### config.mk
export PLATFORM = sky130hd
export DESIGN_NAME = mem_stage_flat
export DESIGN_NICKNAME = d
export VERILOG_FILES = /design/src/rtl/mem_stage_if.sv /design/src/rtl/mem_stage.sv /design/src/flat_wrapper.sv
export SDC_FILE = /design/constraint.sdc
export NUM_CORES = 1
export LEC_CHECK = 0
export ABC_AREA = 1
export CORE_MARGIN = 3
export CORE_UTILIZATION = 50
export CTS_BUF_LIST = sky130_fd_sc_hd__clkbuf_16
export CTS_CLUSTER_SIZE = 10
export DETAILED_ROUTE_END_ITERATION = 12
export DONT_BUFFER_PORTS = 1
export GPL_ROUTABILITY_DRIVEN = 0
export HOLD_SLACK_MARGIN = 0.05
export PLACE_DENSITY = 0.69
export REMOVE_ABC_BUFFERS = 1
export SLEW_MARGIN = 20
export SYNTH_ARGS = -nofsm -noshare
export SYNTH_HDL_FRONTEND = slang
export SYNTH_SLANG_ARGS = --single-unit
export TNS_END_PERCENT = 1
### constraint.sdc
create_clock -name clk -period 1.66 [get_ports clk]
set_input_delay 0.332 -clock clk [delete_from_list [all_inputs] [get_ports clk]]
set_output_delay 0.332 -clock clk [all_outputs]
set_load 0.1 [all_outputs]
### src/rtl/mem_stage_if.sv
// mem_stage_if: execute-side input, data-memory bus and writeback handshake of the Y86 memory stage.
// slave is the stage's own view; master is the surrounding pipeline/memory view.
interface mem_stage_if;
  // Execute-side instruction input
  logic        valid_i;
  logic        ready_o;
  logic [7:0]  icode_i;
  logic [7:0]  stat_i;
  logic [31:0] valE_i;
  logic [31:0] valA_i;
  logic [31:0] valP_i;
  logic [7:0]  dstE_i;
  logic [7:0]  dstM_i;

  // Data-memory req/ack bus
  logic        mem_req_o;
  logic        mem_we_o;
  logic [31:0] mem_addr_o;
  logic [31:0] mem_wdata_o;
  logic [31:0] mem_rdata_i;
  logic        mem_ack_i;
  logic        mem_err_i;

  // Writeback result
  logic        valid_o;
  logic        ready_i;
  logic [7:0]  icode_o;
  logic [7:0]  stat_o;
  logic [31:0] valE_o;
  logic [31:0] valM_o;
  logic [7:0]  dstE_o;
  logic [7:0]  dstM_o;

  modport slave (
    input  valid_i, icode_i, stat_i, valE_i, valA_i, valP_i, dstE_i, dstM_i,
    input  mem_rdata_i, mem_ack_i, mem_err_i, ready_i,
    output ready_o, mem_req_o, mem_we_o, mem_addr_o, mem_wdata_o,
    output valid_o, icode_o, stat_o, valE_o, valM_o, dstE_o, dstM_o
  );

  modport master (
    output valid_i, icode_i, stat_i, valE_i, valA_i, valP_i, dstE_i, dstM_i,
    output mem_rdata_i, mem_ack_i, mem_err_i, ready_i,
    input  ready_o, mem_req_o, mem_we_o, mem_addr_o, mem_wdata_o,
    input  valid_o, icode_o, stat_o, valE_o, valM_o, dstE_o, dstM_o
  );
endinterface

### src/rtl/mem_stage.sv
// mem_stage: Y86 memory stage. Accepts an execute result, performs the data-memory
// read/write over a req/ack bus (with timeout), and hands the result to writeback.
// Optional macro MEM_ALIGN_CHECK_EN: unaligned accesses fail with STAT_ADR and never reach the bus.
module mem_stage #(
  parameter int unsigned MEM_TIMEOUT = 255,
  parameter logic [7:0]  STAT_AOK    = 8'd1,
  parameter logic [7:0]  STAT_ADR    = 8'd3
) (
  input  logic       clk,
  input  logic       rst,
  mem_stage_if.slave bus
);

  localparam int unsigned CNT_W = 16;
  localparam int unsigned DW    = 32;
  localparam int unsigned BW    = 8;

  localparam logic [BW-1:0] I_RMMOVL = 8'h04;
  localparam logic [BW-1:0] I_MRMOVL = 8'h05;
  localparam logic [BW-1:0] I_CALL   = 8'h08;
  localparam logic [BW-1:0] I_RET    = 8'h09;
  localparam logic [BW-1:0] I_PUSHL  = 8'h0A;
  localparam logic [BW-1:0] I_POPL   = 8'h0B;

  typedef enum logic [1:0] {
    IDLE   = 2'd0,
    ACCESS = 2'd1,
    DONE   = 2'd2
  } state_t;

  state_t           state_q, state_d;
  logic [CNT_W-1:0] cnt_q, cnt_d;
  logic             req_q, req_d;
  logic             we_q, we_d;
  logic             valid_q, valid_d;
  logic [DW-1:0]    addr_q, addr_d;
  logic [DW-1:0]    wdata_q, wdata_d;
  logic [DW-1:0]    vale_q, vale_d;
  logic [DW-1:0]    valm_q, valm_d;
  logic [BW-1:0]    icode_q, icode_d;
  logic [BW-1:0]    stat_q, stat_d;
  logic [BW-1:0]    dste_q, dste_d;
  logic [BW-1:0]    dstm_q, dstm_d;

  logic             dec_acc;
  logic             dec_we;
  logic [DW-1:0]    dec_addr;
  logic [DW-1:0]    dec_wdata;
  logic             dec_misaligned;
  logic             ready_c;
  logic             accept;

  // Decode the memory access an incoming instruction requires
  always_comb begin
    dec_acc   = 1'b0;
    dec_we    = 1'b0;
    dec_addr  = bus.valE_i;
    dec_wdata = bus.valA_i;
    if (bus.stat_i == STAT_AOK) begin
      case (bus.icode_i)
        I_RMMOVL, I_PUSHL: begin
          dec_acc = 1'b1;
          dec_we  = 1'b1;
        end
        I_CALL: begin
          dec_acc   = 1'b1;
          dec_we    = 1'b1;
          dec_wdata = bus.valP_i;
        end
        I_MRMOVL: dec_acc = 1'b1;
        I_POPL, I_RET: begin
          dec_acc  = 1'b1;
          dec_addr = bus.valA_i;
        end
        default: dec_acc = 1'b0;
      endcase
    end
  end

`ifdef MEM_ALIGN_CHECK_EN
  assign dec_misaligned = dec_acc && (dec_addr[1:0] != 2'b00);
`else
  assign dec_misaligned = 1'b0;
`endif

  // A new instruction can enter when idle, or when the held result leaves this cycle
  assign ready_c = (state_q == IDLE) || ((state_q == DONE) && bus.ready_i);
  assign accept  = bus.valid_i && ready_c;

  // Next-state and next-output logic
  always_comb begin
    state_d = state_q;
    cnt_d   = cnt_q;
    req_d   = req_q;
    we_d    = we_q;
    valid_d = valid_q;
    addr_d  = addr_q;
    wdata_d = wdata_q;
    vale_d  = vale_q;
    valm_d  = valm_q;
    icode_d = icode_q;
    stat_d  = stat_q;
    dste_d  = dste_q;
    dstm_d  = dstm_q;

    case (state_q)
      IDLE: state_d = IDLE;
      ACCESS: begin
        cnt_d = cnt_q + CNT_W'(1);
        if (bus.mem_ack_i) begin
          req_d   = 1'b0;
          we_d    = 1'b0;
          valid_d = 1'b1;
          state_d = DONE;
          valm_d  = we_q ? '0 : bus.mem_rdata_i;
          if (bus.mem_err_i) begin
            stat_d = STAT_ADR;
            valm_d = '0;
          end
        end else if (cnt_q == CNT_W'(MEM_TIMEOUT - 1)) begin
          req_d   = 1'b0;
          we_d    = 1'b0;
          valid_d = 1'b1;
          stat_d  = STAT_ADR;
          valm_d  = '0;
          state_d = DONE;
        end
      end
      DONE: begin
        if (bus.ready_i) begin
          valid_d = 1'b0;
          state_d = IDLE;
        end
      end
      default: state_d = IDLE;
    endcase

    // Acceptance overrides the IDLE/DONE bookkeeping above
    if (accept) begin
      icode_d = bus.icode_i;
      stat_d  = bus.stat_i;
      vale_d  = bus.valE_i;
      dste_d  = bus.dstE_i;
      dstm_d  = bus.dstM_i;
      valm_d  = '0;
      cnt_d   = '0;
      if (dec_misaligned) begin
        stat_d  = STAT_ADR;
        valid_d = 1'b1;
        state_d = DONE;
      end else if (dec_acc) begin
        req_d   = 1'b1;
        we_d    = dec_we;
        addr_d  = dec_addr;
        wdata_d = dec_wdata;
        valid_d = 1'b0;
        state_d = ACCESS;
      end else begin
        valid_d = 1'b1;
        state_d = DONE;
      end
    end
  end

  // State and output registers
  always_ff @(posedge clk or negedge rst) begin
    if (!rst) begin
      state_q <= IDLE;
      cnt_q   <= '0;
      req_q   <= 1'b0;
      we_q    <= 1'b0;
      valid_q <= 1'b0;
      addr_q  <= '0;
      wdata_q <= '0;
      vale_q  <= '0;
      valm_q  <= '0;
      icode_q <= '0;
      stat_q  <= STAT_AOK;
      dste_q  <= '0;
      dstm_q  <= '0;
    end else begin
      state_q <= state_d;
      cnt_q   <= cnt_d;
      req_q   <= req_d;
      we_q    <= we_d;
      valid_q <= valid_d;
      addr_q  <= addr_d;
      wdata_q <= wdata_d;
      vale_q  <= vale_d;
      valm_q  <= valm_d;
      icode_q <= icode_d;
      stat_q  <= stat_d;
      dste_q  <= dste_d;
      dstm_q  <= dstm_d;
    end
  end

  assign bus.ready_o     = ready_c;
  assign bus.mem_req_o   = req_q;
  assign bus.mem_we_o    = we_q;
  assign bus.mem_addr_o  = addr_q;
  assign bus.mem_wdata_o = wdata_q;
  assign bus.valid_o     = valid_q;
  assign bus.icode_o     = icode_q;
  assign bus.stat_o      = stat_q;
  assign bus.valE_o      = vale_q;
  assign bus.valM_o      = valm_q;
  assign bus.dstE_o      = dste_q;
  assign bus.dstM_o      = dstm_q;

endmodule

### src/flat_wrapper.sv
// flat-port wrapper written by rule: the top's interface ports become plain ports
module mem_stage_flat 
#(
  parameter int unsigned MEM_TIMEOUT = 255,
  parameter logic [7:0]  STAT_AOK    = 8'd1,
  parameter logic [7:0]  STAT_ADR    = 8'd3
)
  (clk, rst, bus_valid_i, bus_icode_i, bus_stat_i, bus_valE_i, bus_valA_i, bus_valP_i, bus_dstE_i, bus_dstM_i, bus_mem_rdata_i, bus_mem_ack_i, bus_mem_err_i, bus_ready_i, bus_ready_o, bus_mem_req_o, bus_mem_we_o, bus_mem_addr_o, bus_mem_wdata_o, bus_valid_o, bus_icode_o, bus_stat_o, bus_valE_o, bus_valM_o, bus_dstE_o, bus_dstM_o);
  mem_stage_if bus_i ();
  input  logic clk;
  input  logic rst;
  input wire logic [$bits(bus_i.valid_i)-1:0] bus_valid_i;
  input wire logic [$bits(bus_i.icode_i)-1:0] bus_icode_i;
  input wire logic [$bits(bus_i.stat_i)-1:0] bus_stat_i;
  input wire logic [$bits(bus_i.valE_i)-1:0] bus_valE_i;
  input wire logic [$bits(bus_i.valA_i)-1:0] bus_valA_i;
  input wire logic [$bits(bus_i.valP_i)-1:0] bus_valP_i;
  input wire logic [$bits(bus_i.dstE_i)-1:0] bus_dstE_i;
  input wire logic [$bits(bus_i.dstM_i)-1:0] bus_dstM_i;
  input wire logic [$bits(bus_i.mem_rdata_i)-1:0] bus_mem_rdata_i;
  input wire logic [$bits(bus_i.mem_ack_i)-1:0] bus_mem_ack_i;
  input wire logic [$bits(bus_i.mem_err_i)-1:0] bus_mem_err_i;
  input wire logic [$bits(bus_i.ready_i)-1:0] bus_ready_i;
  output wire logic [$bits(bus_i.ready_o)-1:0] bus_ready_o;
  output wire logic [$bits(bus_i.mem_req_o)-1:0] bus_mem_req_o;
  output wire logic [$bits(bus_i.mem_we_o)-1:0] bus_mem_we_o;
  output wire logic [$bits(bus_i.mem_addr_o)-1:0] bus_mem_addr_o;
  output wire logic [$bits(bus_i.mem_wdata_o)-1:0] bus_mem_wdata_o;
  output wire logic [$bits(bus_i.valid_o)-1:0] bus_valid_o;
  output wire logic [$bits(bus_i.icode_o)-1:0] bus_icode_o;
  output wire logic [$bits(bus_i.stat_o)-1:0] bus_stat_o;
  output wire logic [$bits(bus_i.valE_o)-1:0] bus_valE_o;
  output wire logic [$bits(bus_i.valM_o)-1:0] bus_valM_o;
  output wire logic [$bits(bus_i.dstE_o)-1:0] bus_dstE_o;
  output wire logic [$bits(bus_i.dstM_o)-1:0] bus_dstM_o;
  assign bus_i.valid_i = bus_valid_i;
  assign bus_i.icode_i = bus_icode_i;
  assign bus_i.stat_i = bus_stat_i;
  assign bus_i.valE_i = bus_valE_i;
  assign bus_i.valA_i = bus_valA_i;
  assign bus_i.valP_i = bus_valP_i;
  assign bus_i.dstE_i = bus_dstE_i;
  assign bus_i.dstM_i = bus_dstM_i;
  assign bus_i.mem_rdata_i = bus_mem_rdata_i;
  assign bus_i.mem_ack_i = bus_mem_ack_i;
  assign bus_i.mem_err_i = bus_mem_err_i;
  assign bus_i.ready_i = bus_ready_i;
  assign bus_ready_o = bus_i.ready_o;
  assign bus_mem_req_o = bus_i.mem_req_o;
  assign bus_mem_we_o = bus_i.mem_we_o;
  assign bus_mem_addr_o = bus_i.mem_addr_o;
  assign bus_mem_wdata_o = bus_i.mem_wdata_o;
  assign bus_valid_o = bus_i.valid_o;
  assign bus_icode_o = bus_i.icode_o;
  assign bus_stat_o = bus_i.stat_o;
  assign bus_valE_o = bus_i.valE_o;
  assign bus_valM_o = bus_i.valM_o;
  assign bus_dstE_o = bus_i.dstE_o;
  assign bus_dstM_o = bus_i.dstM_o;
  mem_stage #(.MEM_TIMEOUT(MEM_TIMEOUT), .STAT_AOK(STAT_AOK), .STAT_ADR(STAT_ADR)) u_core (.clk(clk), .rst(rst), .bus(bus_i));
endmodule
* Word level (Yosys, flattened, before mapping)
Cells that the tools add are included.
** Word-level totals
- Register bits :: 181
- Bits of input ports :: 166
- Output and inout port bits :: 164
** Operators by class
- $add $sub $neg :: 1
- Equality and inequality tests :: 13
- Muxes and demuxes :: 43
- Reduce and logical (&&, ||, !) cells :: 15
** Operator list (number)
- $mux W32 :: 10
- $mux W8 :: 5
- $eq A8 B4 Y1 const B :: 4
- $mux W16 :: 2
- $mux W1 :: 19
- $add A16 B1 Y16 const B :: 1
- $eq A16 B8 Y1 const B :: 1
- $eq A8 B3 Y1 const B :: 2
- $mux W2 :: 5
- $eq A8 B1 Y1 const B :: 1
- $reduce_and A2 Y1 :: 3
- $reduce_and A3 Y1 :: 2
- $reduce_bool A3 Y1 :: 2
- $reduce_or A6 Y1 :: 1
- $ne A4 B2 Y1 const B :: 1
- $pmux W2 S2 :: 1
- $ne A3 B1 Y1 const B :: 1
- $ne A3 B2 Y1 const B :: 1
- $reduce_or A3 Y1 :: 1
- $eq A2 B1 Y1 const B :: 1
- $eq A2 B2 Y1 const B :: 1
- $logic_and A1 B1 Y1 :: 2
- $logic_not A2 Y1 :: 1
- $pmux W1 S2 :: 1
- other kinds (3) :: 3

* Longest topological paths before layout
Gate-level depths: netlist of run 1.
- Depth in word-level cells :: 6
- Depth in mapped cells :: 12

* Worst setup path after synthesis of run 1
OpenSTA, ideal clock, no wires.
- Path kind :: flip-flop to flip-flop
- Start point :: register u_core.state_q[0]
- End point :: register u_core.wdata_q[12] (netlist: u_core.bus.mem_wdata_o[12])
- Arrival :: 2328 ps
- Data required time :: 1540 ps
- Setup slack :: -787 ps
- Cell stages (with the launch flop) :: 12
- Buffers on the path :: 2
- Period minus slack after synthesis :: 2447 ps
- Path through :: dfrtp_1 -> inv_1 -> ha_1 -> nand2_1 -> nand2_1 -> nand2_2 -> nor2_1 -> nand2_2 -> buf_4 -> buf_6 -> nand2_1 -> nand2_1
** On the way
- Word-level cells in the longest chain between the ends :: 5
- Elaborated cells on any way between the ends :: 6
- Classes of those cells :: eq/ne: 1; reduce/logical: 5
** RTL lines
- start: declaration :: line mem_stage.sv:31 : state_t state_q, state_d;
- start signal: assignment :: line mem_stage.sv:182 : state_q <= state_d;
- $eq A2 B2 Y1 :: line mem_stage.sv:87 : assign ready_c = (state_q == IDLE) || ((state_q == DONE) && bus.ready_i);
- $logic_and A1 B1 Y1 :: line mem_stage.sv:87
- $logic_or A1 B1 Y1 (*) :: line mem_stage.sv:87
- net bus_ready_o :: line flat_wrapper.sv:24 : output wire logic [$bits(bus_i.ready_o)-1:0] bus_ready_o;
- $logic_and A1 B1 Y1 (*) :: line mem_stage.sv:88 : assign accept = bus.valid_i && ready_c;
- $reduce_and A2 Y1 (no source line) (*)
- end signal: assignment :: line mem_stage.sv:188 : wdata_q <= wdata_d;
- end: declaration :: line mem_stage.sv:37 : logic [DW-1:0] wdata_q, wdata_d;
The timed path passes the listed nets; every way through them passes the cells marked *.
A chain may end at the register's enable or synchronous reset.

* Final worst setup path of run 1
- Start point :: register u_core.state_q[0]
- End point :: output bus_ready_o
** On the way
- Word-level cells in the longest chain between the ends :: 3
- Elaborated cells on any way between the ends :: 4
- Classes of those cells :: eq/ne: 1; reduce/logical: 3
** RTL lines (line)
- $eq A2 B2 Y1 :: mem_stage.sv:87
- $logic_and A1 B1 Y1 :: mem_stage.sv:87
- $logic_or A1 B1 Y1 (*) :: mem_stage.sv:87
- end: declaration :: flat_wrapper.sv:24
Mark *: on every way between the ends. The rest lies on a longest branch, timed or not.

==> results of run 1 <==
-- placed cells by master (no fill, tap or decap), types with 2 or more instances in the layout --
cell and instances:
nand2_1 538, buf_4 196, dfrtp_1 179, nand3_1 144, dlygate4sd3_1 85, o21ai_1 28
inv_1 24, nor2_1 23, clkbuf_16 17, buf_12 16, o21ai_0 15, nand2_2 11
a21oi_1 11, buf_6 9, inv_2 7, nor2_4 7, nor3_1 6, inv_6 6
o21ai_2 5, nand3_2 4, nand2_4 2, inv_4 2, nor2_2 2, nand3b_1 2
nand4_1 2, ha_1 2, ha_4 2, clkinvlp_4 2, inv_8 2
-- worst max-delay path, delay by kind of cell, from the launching register on --
family | cells | cell delay, ns
flip-flops | 1 | 0.40
AND/OR/NAND/NOR | 2 | 0.11
buffers and inverters | 3 | 0.39
adder cells (fa/ha/maj) | 1 | 0.15
-- per-stage QoR --
step | power (mW) | util, % | instance area (um2)
after floorplan | 8.83 | - | 8100
after global placement | 9.86 | 63.1 | 10200
after detailed placement | 9.91 | 63.1 | 10200
after CTS | 14.1 | 72.4 | 11700
after global routing | 14.5 | 73.2 | 11800
final | 14.1 | 73.2 | 11800
-- repair_timing --
action                                  4_1_cts  5_1_grt
endpoints found under the hold margin       264      183
gates resized for setup                      31       41
hold buffers                                 83        2
pin swaps                                     7       16
setup buffers                                 2        2
endpoints found under the setup margin       27      179
-- how the worst max path moves through the flow --
stage / slack [ns] / endpoint / startpoint / cells past startpoint
2_1_floorplan: -4.50 / u_core.bus.valid_o / u_core.state_q[0] / 9
3_3_place_gp: 0.05 / u_core.bus.valM_o[25] / u_core.state_q[0] / 10
3_5_place_dp: -0.05 / u_core.bus.valM_o[25] / u_core.state_q[0] / 10
4_1_cts: -0.15 / bus_ready_o / u_core.state_q[1] / 6
5_1_grt: -0.26 / u_core.cnt_q[14] / u_core.state_q[1] / 11
6_report: -0.17 / bus_ready_o / u_core.state_q[0] / 6
-- state kept, by name, summed over array words and instances, names as in the netlist --
| name | flops |
|---|---|
| u_core.bus.valE_o | 32 |
| u_core.state_q | 2 |
| u_core.bus.stat_o | 8 |
| u_core.bus.valid_o | 1 |
| u_core.bus.mem_req_o | 1 |
| u_core.bus.icode_o | 8 |
| u_core.bus.mem_addr_o | 32 |
| u_core.bus.dstE_o | 8 |
| u_core.bus.dstM_o | 8 |
| u_core.cnt_q | 16 |
| u_core.bus.valM_o | 32 |
| u_core.bus.mem_we_o | 1 |
| u_core.bus.mem_wdata_o | 32 |
-- routing by layer --
| layer | share of wire (%) | wire length (um) | GRT usage, % | vias to the layer above |
|---|---|---|---|---|
| li1 | - | - | - | 3981 |
| met1 | 37 | 10100 | 33.4 | 3935 |
| met2 | 51 | 13800 | 50.4 | 413 |
| met3 | 9.1 | 2490 | 8.54 | 70 |
| met4 | 3.2 | 873 | 11.5 | 0 |
| met5 | 0 | 0 | 0 | - |
-- cells in the mapped netlist --
cell	instances	share of area, %
dfrtp_1	180	53
dfstp_2	1	0.31
nor2_1	29	1.3
buf_1	4	0.18
o21ai_1	15	0.89
nand3_1	146	8.7
o21bai_1	1	0.089
inv_1	28	1.2
o31ai_1	1	0.089
a21oi_1	12	0.71
nand2_2	4	0.30
nand3b_1	2	0.18
xor2_1	1	0.10
buf_4	8	0.71
nor2_2	2	0.15
nor3_1	7	0.42
nand4_1	2	0.15
nand3_2	2	0.24
clkbuf_1	20	0.89
buf_6	2	0.27
inv_2	4	0.18
buf_2	30	1.8
nor3b_2	1	0.15
nor3_4	1	0.19
nand2_1	548	24
ha_1	5	0.74
nor4_1	1	0.074
o21ai_0	33	2.0
nor2_4	1	0.13
-- final cells by class --
type	instances	area, um2	share of cell area [%]
Clock buffer	17	425	3.59
Clock inverter	15	141	1.19
Inverter	32	125	1.06
Multi-Input combinational cell	814	3610	30.5
Sequential cell	181	4530	38.3
Tap cell	216	270	2.28
Timing Repair Buffer	306	2740	23.2
-- kinds of logic (layout without fill, tap and decap cells) --
kind of cell / after synthesis / in the layout / share of synthesized area [%]
simple gates: 746 / 746 / 36.4
xor+xnor: 1 / 1 / 0.104
buf+inv: 96 / 370 / 5.26
fa+ha+maj: 5 / 5 / 0.743
compound gates: 62 / 62 / 3.74
flops: 181 / 181 / 53.8
-- power groups by stage --
| stage | registers, mW | logic (mW) | clock network, mW |
|---|---|---|---|
| finish | 5.03 | 5.11 | 3.97 |
| detailed placement | 5.10 | 4.81 | 0 |
| global route | 5.07 | 5.29 | 4.19 |
| floorplan | 8.17 | 0.658 | 0 |
| global placement | 5.09 | 4.78 | 0 |
| CTS | 5.02 | 5.04 | 4.01 |
==> metrics.md, run 1 <==
| Metric | Value |
|---|---|
| Synth Register Bits | about 180 |
| Place WS | -0.0476 ns |
| Cells after DPL | between 1000 and 1500 |
| Final WL | 27300 um |
| Post-Layout Cell Count | approximately 1600 |
| FILL cells | between 1000 and 1500 |
| Final setup viols | 97 |
| Hold WC Path Type | in2async |
| Drt drc | 0 |
| Post-synthesis instance total | 1091 |
| PortBufs | 0 |
| CTS tree | built |
| Slowest stage delay, CP | 0.40 ns |
| Die area | roughly 18000 um2 |
| Vias per inst | about 5.3 |
| Total GRT Usage | just under 30% |
| Ports | between 300 and 400 |
| Die H | roughly 140 um |
| Layout area overhead | 40.6% |
| NetSw | approximately 6.1 mW |
| Hold Vio Cnt, Final | 181 |
| DR iter-0 viols | around 560 |
| Worst EP arrival | 1.50 ns |
| Die X | roughly 140 um |
| Clk sinks | ~180 |
| Max H-tree Level | 4 |
| Netlist cell types | 29 |
| CP Data Required Time | between 1 and 1.5 ns |
| Mapped cell area | about 8400 um2 |
| First-pass GRT wire length | 41900 um |
| Failing checks | negative hold slack, negative setup slack |
| Routed via count | ~8400 |
| Max-Cap Viols | 0 |
| Final Cycle Share | 110% |
| CP startpoint kind | flop |
| Critical-path top delay cell | dfrtp_1 |
| Maximum clock insertion buffer count | 2 |
| Core area | 16200 um2 |
| Fin. max-slew vios | 0 |
| DRT antenna net count | 0 |
| RSZ-0062 raised after global routing | true |
| Worst r2r dst | u_core.cnt_q[14] |
| Pwr/cell area | approximately 1200 nW/um2 |
| Antenna violations before repair | 0 |
| Combinational fraction of design power | between 30% and 40% |
| WS Path Type | reg2out |
| CTS clk-pin slew, worst paths | roughly 0.070 ns |
| Setup ws final | -0.168 ns |
| Largest net degree at the start of global routing | 182 |
| Grt total ovfl | 0 |
| Clock power share | 28.1% |
| Final hold slack | -0.404 ns |
| Seq/Total Area, Yosys | roughly 54% |
| Root Driver | clkbuf_16 |
| CP Cell Sequence | inv_2 > ha_4 > nand2_2 > nand2_2 > buf_6 > buf_12 |
| Leak | 6.40 nW |
| Vias in the first global route | 8125 |
| Crit. End Element | primary output |
| Reg power frac | 35.7% |
| Critical Path Most Common Cell | nand2_2 |
| Setup tns final | -2.92 ns |
| Crit path time final | between 1.5 and 2 ns |
| Sw Ratio | between 40% and 50% |
| Wirelength per Cell | approximately 17 um |
| Initial core utilization | between 50% and 60% |
| Critical path peak fanout | 3 |
| Pre-antenna DRT Iters | 7 |
| Skew final | 0.00854 ns |
| Post-DP HPWL | between 15000 and 20000 um |
| Core Rows | 46 |
| Diodes inserted | 0 |
| Worst-skew pair later-pin latency | roughly 0.43 ns |
| Syn avg cell area | between 7 and 8 um2 |
| Worst Tran Pin Value | ~0.52 ns |
| Register-to-register setup slack | -0.11 ns |
| Ratio of cells with drive above 1 in the final layout | 22.1% |
| Pint | 8.00 mW |
| FMAX | 547 MHz |
| R2R Path Start | u_core.state_q[1] |
| Clock buffer count from CTS | 17 |
| Maximum vdd drop | 0.750 mV |
| R2R depth | 10 |
| Run status | complete, but fails checks |
| Nets | between 1500 and 2000 |
| Slew headroom | around 65% |
| Synth warnings | 0 |
No activity file was read; power rests on OpenSTA's default activity.
==> run 2: changes to the inputs <==
CORE_UTILIZATION = 45   (was 50)
PLACE_DENSITY = 0.7   (was 0.69)
==> metrics.md, run 2 (synthesis results as in run 1) <==
| Metric | Value |
|---|---|
| Final hold slack | -0.398 ns (+0.00564 ns) |
| Clk sinks | 181 (unchanged) |
| Final Cycle Share | 110% (-0.63 points) |
| Met2 usage | 44.1% (-6.3 points) |
| Drt drc | 0 (unchanged) |
| Worst EP arrival | 1.49 ns (about the same) |
| Die H | 143 um (+5.2%) |
| Root Driver | clkbuf_16 |
| RSZ-0062 raised after global routing | true |
| Wirelength per Cell | 17.4 um (+1.1%) |
| FILL cells | 1552 (+35%) |
| CTS tree | built |
| Most frequent cells in the layout | nand2_1 (542), buf_4 (189), dfrtp_1 (179) |
| Largest net degree at the start of global routing | 182 (unchanged) |
| Initial core utilization | 46.4% (-5.7 points) |
| Core area | 18100 um2 (+12%) |
| Commonest non-fill, non-tap cell in the layout | nand2_1 |
| First-pass GRT wire length | 42000 um (+0.23%) |
| CP startpoint kind | flop |
| Antenna violations before repair | 0 (unchanged) |
| Post-DP HPWL | 17800 um (+1.5%) |
| WS Path Type | reg2out |
| Routed via count | 8240 (-1.9%) |
| Layout area overhead | 36.7% |
| Final Total Pwr | 14.2 mW (+0.82%) |
| Vias per inst | 5.28 (-0.70%) |
| GRT Max-Usage Layer | met2 |
| Largest delay share family, worst path | flip-flops |
| Hold Vio Cnt, Final | 181 (unchanged) |
| Setup ws final | -0.158 ns (+0.0105 ns) |
| Core Rows | 49 (+6.5%) |
| Vias in the first global route | 8022 (-1.3%) |
| Met3 usage | 8.34% (-0.20 points) |
| CP Data Required Time | 1.33 ns (about the same) |
| Leak | 6.25 nW (-2.3%) |
| Run status | complete, but fails checks |
| CP Cell Sequence | inv_2 > ha_4 > nand2_4 > nand2_4 > buf_6 > buf_12 |
| CTS clk-pin slew, worst paths | 0.07 ns (about the same) |
| Clock buffer count from CTS | 17 (unchanged) |
| Grt total ovfl | 0 (unchanged) |
| Fin. max-slew vios | 0 (unchanged) |
| Slowest stage delay, CP | 0.39 ns (about the same) |
| DR iter-0 viols | 566 (+1.3%) |
| Pre-antenna DRT Iters | 5 (-2) |
| Critical path peak fanout | 3 (unchanged) |
| Final setup viols | 20 (-79%) |
| Ratio of cells with drive above 1 in the final layout | 20.7% (-1.3 points) |
| Nets | 1491 (-2.1%) |
| Critical Path Most Common Cell | nand2_4 |
| Crit. End Element | primary output |
| Worst Tran Pin Value | 0.359 ns (-0.162 ns) |
| Register-to-register setup slack | -0.07 ns (+0.04 ns) |
| Final WL | 27200 um (-0.10%) |
| Worst-skew pair later-pin latency | 0.43 ns (about the same) |
| Maximum vdd drop | 0.696 mV (-7.2%) |
| Met1 GRT Util | 31.3% (-2.1 points) |
| WP depth | 6 (unchanged) |
| Ports | 330 (unchanged) |
| Diodes inserted | 0 (unchanged) |
| Post-CTS Hold Buffers | 69 (-17%) |
| Skew final | 0.0110 ns (+0.00249 ns) |
| DRT antenna net count | 0 (unchanged) |
| Max H-tree Level | 4 (unchanged) |
| R2R depth | 10 (unchanged) |
| Failing checks | negative hold slack, negative setup slack |
| CP bufs+invs | 3 (unchanged) |
| Critical-path top delay cell | dfrtp_1 |
| Maximum clock insertion buffer count | 2 (unchanged) |
| Die area | 20400 um2 (+11%) |
| FMAX | 550 MHz (+0.58%) |
| Total GRT Usage | 25.8% (-3.1 points) |
| Crit path time final | 1.82 ns (-0.0105 ns) |
| Hold WC Path Type | in2async |
| Max-Cap Viols | 0 (unchanged) |
| Pwr/cell area | 1240 nW/um2 (+3.8%) |
| PortBufs | 0 (unchanged) |
| Die X | 143 um (+5.2%) |
| Slew headroom | 76.1% (+11 points) |
## run 2: cell types whose count changed in the layout (fill, tap and decap cells not counted), moves of 3 or more
cell           previous run  this run
buf_4                   196       189
buf_6                     9         2
dlygate4sd3_1            85        69
inv_6                     6         2
inv_8                     2         7
nand2_1                 538       542
nand2_2                  11         6
nor2_2                    2         6
nor2_4                    7         3
o21ai_0                  15        24
o21ai_1                  28        22
o21ai_2                   5         2
## run 2: routing by layer
layer / vias to the layer above / routed length (um) / share of wire, %
li1: 3918 / - / -
met1: 3866 / 10200 / 38
met2: 411 / 13700 / 50
met3: 45 / 2760 / 10
met4: 0 / 567 / 2.1
met5: - / 0 / 0
## run 2: path summary, 6_finish.rpt
kind                                       from                     to
setup / recovery              u_core.state_q[0]            bus_ready_o
hold / removal                              rst   u_core.bus.dstE_o[7]
setup reg to reg              u_core.state_q[1]  u_core.bus.valM_o[22]
hold reg to reg            u_core.bus.stat_o[4]   u_core.bus.stat_o[4]
max in group asynchronous                   rst   u_core.bus.stat_o[0]
min in group clk            bus_mem_rdata_i[19]  u_core.bus.valM_o[19]
## run 2: area by class of cell
cell class	instances	area, um2	share of cell area [%]
sequential	181	4540	39.4
tap	229	287	2.49
clock inverter	15	179	1.55
multi-input combinational	814	3550	30.8
timing repair buffer	274	2410	21.0
inverter	32	123	1.07
clock buffer	17	425	3.70
## run 2: timing repair
item                                   CTS  global route
setup buffers                            3             2
pin swaps                                3             2
resized for setup                       22            20
setup endpoints to repair              102           151
endpoints found under the hold margin  250           181
## run 2: worst reg2reg max path: cells and delay by family (launching register included)
| kind | cells | cell delay [ns] |
|---|---|---|
| compound gates | 1 | 0.19 |
| fa+ha+maj | 1 | 0.15 |
| buf+inv | 3 | 0.32 |
| flops | 1 | 0.41 |
| simple gates | 5 | 0.55 |
## run 2: power breakdown
group | total (mW) | switching (mW) | internal (mW) | leakage [nW]
clock | 4.15 | 1.98 | 2.18 | 0.295
sequential | 5.04 | 0.210 | 4.83 | 2.40
combinational | 5.03 | 4.02 | 1.01 | 3.56
total | 14.2 | 6.21 | 8.01 | 6.25
## run 2: metrics by stage
step	setup slack (ns)	std cells	setup TNS, ns	instance area, um2	util [%]
floorplan	-4.50	1027	-502.04	8100	-
global placement	-0.0350	1456	-0.649	10100	55.5
detailed placement	-0.0590	1456	-2.00	10100	55.5
CTS	-0.156	1560	-0.290	11400	63.1
global route	-0.205	1562	-8.02	11500	63.4
finish	-0.158	1562	-0.527	11500	63.4
==> run 3: changes to the inputs <==
ABC_AREA = 0   (was 1)
PLACE_DENSITY = unset   (was 0.7)
PLACE_DENSITY_LB_ADDON = 0.2   (was unset)
==> metrics.md, run 3 <==
| Metric | Value |
|---|---|
| Pwr/cell area | 1060 nW/um2 (-15%) |
| Max H-tree Level | 4 (unchanged) |
| Syn avg cell area | 11.7 um2 (+52%) |
| Largest net degree at the start of global routing | 182 (unchanged) |
| Synth area leaders | dfrtp_1 (53%), mux2_4 (11%), mux2_2 (8.4%) |
| Synth warnings | 0 (unchanged) |
| Nets | 1191 (-20%) |
| Die X | 143 um (+0.33%) |
| WS Path Type | reg2out |
| Post-synth EDFFs | 0 (unchanged) |
| Leak | 6.38 nW (+2.1%) |
| Synth top area share | 53.1% (-0.37 points) |
| CP startpoint kind | flop |
| Setup ws final | -0.347 ns (-0.189 ns) |
| Worst r2r dst | u_core.bus.mem_addr_o[11] |
| DRT antenna net count | 0 (unchanged) |
| CTS tree | built |
| Clk sinks | 181 (unchanged) |
| Post-synthesis instance total | 723 (-34%) |
| Crit path time final | 2.01 ns (+0.189 ns) |
| Vias per inst | 5.33 (+1.1%) |
| Wirelength per Cell | 20.9 um (+20%) |
| Core Rows | 49 (unchanged) |
| Post-DP HPWL | 17100 um (-3.9%) |
| Final hold slack | -0.400 ns (-0.00155 ns) |
| Most numerous cell in the Yosys netlist | nand2_1 |
| Area leader, netlist | dfrtp_1 |
| Top_reg_cell synth | dfrtp_1 |
| Post-synth ARST share | 100% (unchanged) |
| Hold Vio Cnt, Final | 181 (unchanged) |
| Synth Register Bits | 181 (unchanged) |
| R2R Path Start | u_core.state_q[1] |
| Worst EP arrival | 1.67 ns (+0.18 ns) |
| Cells after DPL | 1118 (-23%) |
| Netlist cell types | 52 (+79%) |
| Ports | 330 (unchanged) |
| Critical path peak fanout | 3 (unchanged) |
| Total GRT Usage | 24.4% (-1.4 points) |
| Drt drc | 0 (unchanged) |
| Most frequent cells in the layout | buf_4 (198), nand2_1 (186), dfrtp_1 (178) |
| Vias in the first global route | 7230 (-9.9%) |
| Synth cell count leaders | nand2_1 (188), dfrtp_1 (180), mux2_2 (63) |
| Final WL | 26300 um (-3.3%) |
| Register-to-register setup slack | -0.32 ns (-0.25 ns) |
| Skew final | 0.0176 ns (+0.00652 ns) |
| Worst Tran Pin Value | 0.500 ns (+0.141 ns) |
| Hold WC Path Type | in2async |
| Commonest non-fill, non-tap cell in the layout | buf_4 |
| PortBufs | 0 (unchanged) |
| Die area | 20500 um2 (+0.67%) |
| Layout area overhead | 47.5% |
| CTS clk-pin slew, worst paths | 0.07 ns (about the same) |
| RSZ-0062 raised after global routing | true |
| Post-Layout Cell Count | 1262 (-19%) |
| Ratio of cells with drive above 1 in the final layout | 44.0% (+23 points) |
| Failing checks | negative hold slack, negative setup slack |
| Root Driver | clkbuf_16 |
| Initial core utilization | 46.6% (+0.17 points) |
| FMAX | 498 MHz (-9.4%) |
| Die H | 143 um (+0.33%) |
| Routed via count | 6730 (-18%) |
| Final setup viols | 175 (+780%) |
| Seq/Total Area, Yosys | 53.4% (-0.37 points) |
| Max-Cap Viols | 0 (unchanged) |
| Grt total ovfl | 0 (unchanged) |
| Crit. End Element | primary output |
| Core area | 18200 um2 (+0.34%) |
| First-pass GRT wire length | 39100 um (-6.9%) |
| Clock buffer count from CTS | 17 (unchanged) |
| CP Data Required Time | 1.33 ns (about the same) |
| Fin. max-slew vios | 0 (unchanged) |
| Antenna violations before repair | 0 (unchanged) |
| R2R depth | 10 (unchanged) |
| Setup tns final | -37.10 ns (-36.57 ns) |
| Slew headroom | 66.7% (-9.4 points) |
| Final Cycle Share | 121% (+11 points) |
| Pre-antenna DRT Iters | 4 (-1) |
| Maximum clock insertion buffer count | 2 (unchanged) |
| Run status | complete, but fails checks |
| Maximum vdd drop | 0.793 mV (+14%) |
| Worst-skew pair later-pin latency | 0.43 ns (about the same) |
| DR iter-0 viols | 289 (-49%) |
| Mapped cell area | 8480 um2 (+0.70%) |
[run 3: worst max path at each step]
stage	from	endpoint	cells after the start
2_1_floorplan	u_core.state_q[0]	u_core.bus.mem_addr_o[0]	6
6_report	u_core.state_q[1]	bus_ready_o	6
3_5_place_dp	bus_stat_i[3]	u_core.bus.mem_wdata_o[29]	5
4_1_cts	u_core.state_q[0]	u_core.bus.mem_addr_o[3]	9
5_1_grt	u_core.state_q[1]	bus_ready_o	6
3_3_place_gp	bus_stat_i[3]	u_core.bus.mem_wdata_o[29]	5
[run 3: cells by family (layout without fill, tap and decap cells)]
logic type                 Yosys count  in the layout  share of synthesized area, %
muxes                              130            130                          19.9
adders and majority gates            5              5                         0.738
AOI/OAI and AO/OA                   63             63                          5.78
DFF                                181            181                          53.4
xor gates and xnor gates            10             10                          1.03
buffers and inverters               51            360                          3.33
and+or+nand+nor                    283            283                          15.8
other                                0              1                             0
[run 3: routing by layer]
metal | up-vias | share of wire [%] | global-route usage [%]
li1 | 3090 | - | -
met1 | 3320 | 38 | 28.5
met2 | 264 | 53 | 42.8
met3 | 56 | 6.7 | 6.36
met4 | 0 | 3.1 | 9.81
met5 | - | 0 | 0
[run 3: worst max-delay path: stages (launching register included)]
cell     delay [ns]
dfrtp_1        0.41
inv_2          0.09
ha_4           0.17
a21o_1         0.18
buf_6          0.13
buf_6          0.13
buf_12         0.16
[run 3: repair_timing]
action,in CTS,in global routing
gates resized for setup,33,69
hold buffers,90,3
endpoints found under the setup margin,177,177
endpoints found under the hold margin,272,184
pin swaps,7,20
gates cloned,4,3
setup buffers,6,8
[run 3: stage by stage]
| stage | power [mW] | hold WS (ns) | util, % | setup WS, ns | area, um2 |
|---|---|---|---|---|---|
| 2_1_floorplan | 8.02 | 0.0364 | - | -4.12 | 8210 |
| 3_3_place_gp | 8.92 | 0.0409 | 56.6 | -0.328 | 10300 |
| 3_5_place_dp | 8.99 | 0.0399 | 56.6 | -0.343 | 10300 |
| 5_1_grt | 13.7 | -0.421 | 68.7 | -0.398 | 12500 |
| 6_report | 13.2 | -0.400 | 68.7 | -0.347 | 12500 |
| 4_1_cts | 13.2 | -0.419 | 66.3 | -0.295 | 12100 |
[run 3: final cells by class]
type / count / area, um2
Clock inverter: 14 / 143
Timing Repair Buffer: 325 / 3080
Sequential cell: 181 / 4540
Antenna cell: 1 / 2.50
Clock buffer: 17 / 425
Tap cell: 229 / 287
Multi-Input combinational cell: 491 / 4030
Inverter: 4 / 15.0
Fill cell: 1324 / 5700
[run 3: power by group]
group,leakage (nW),internal [mW],switching [mW]
Sequential,2.41,4.75,0.173
Clock,0.269,2.11,1.84
Combinational,3.70,1.05,3.29
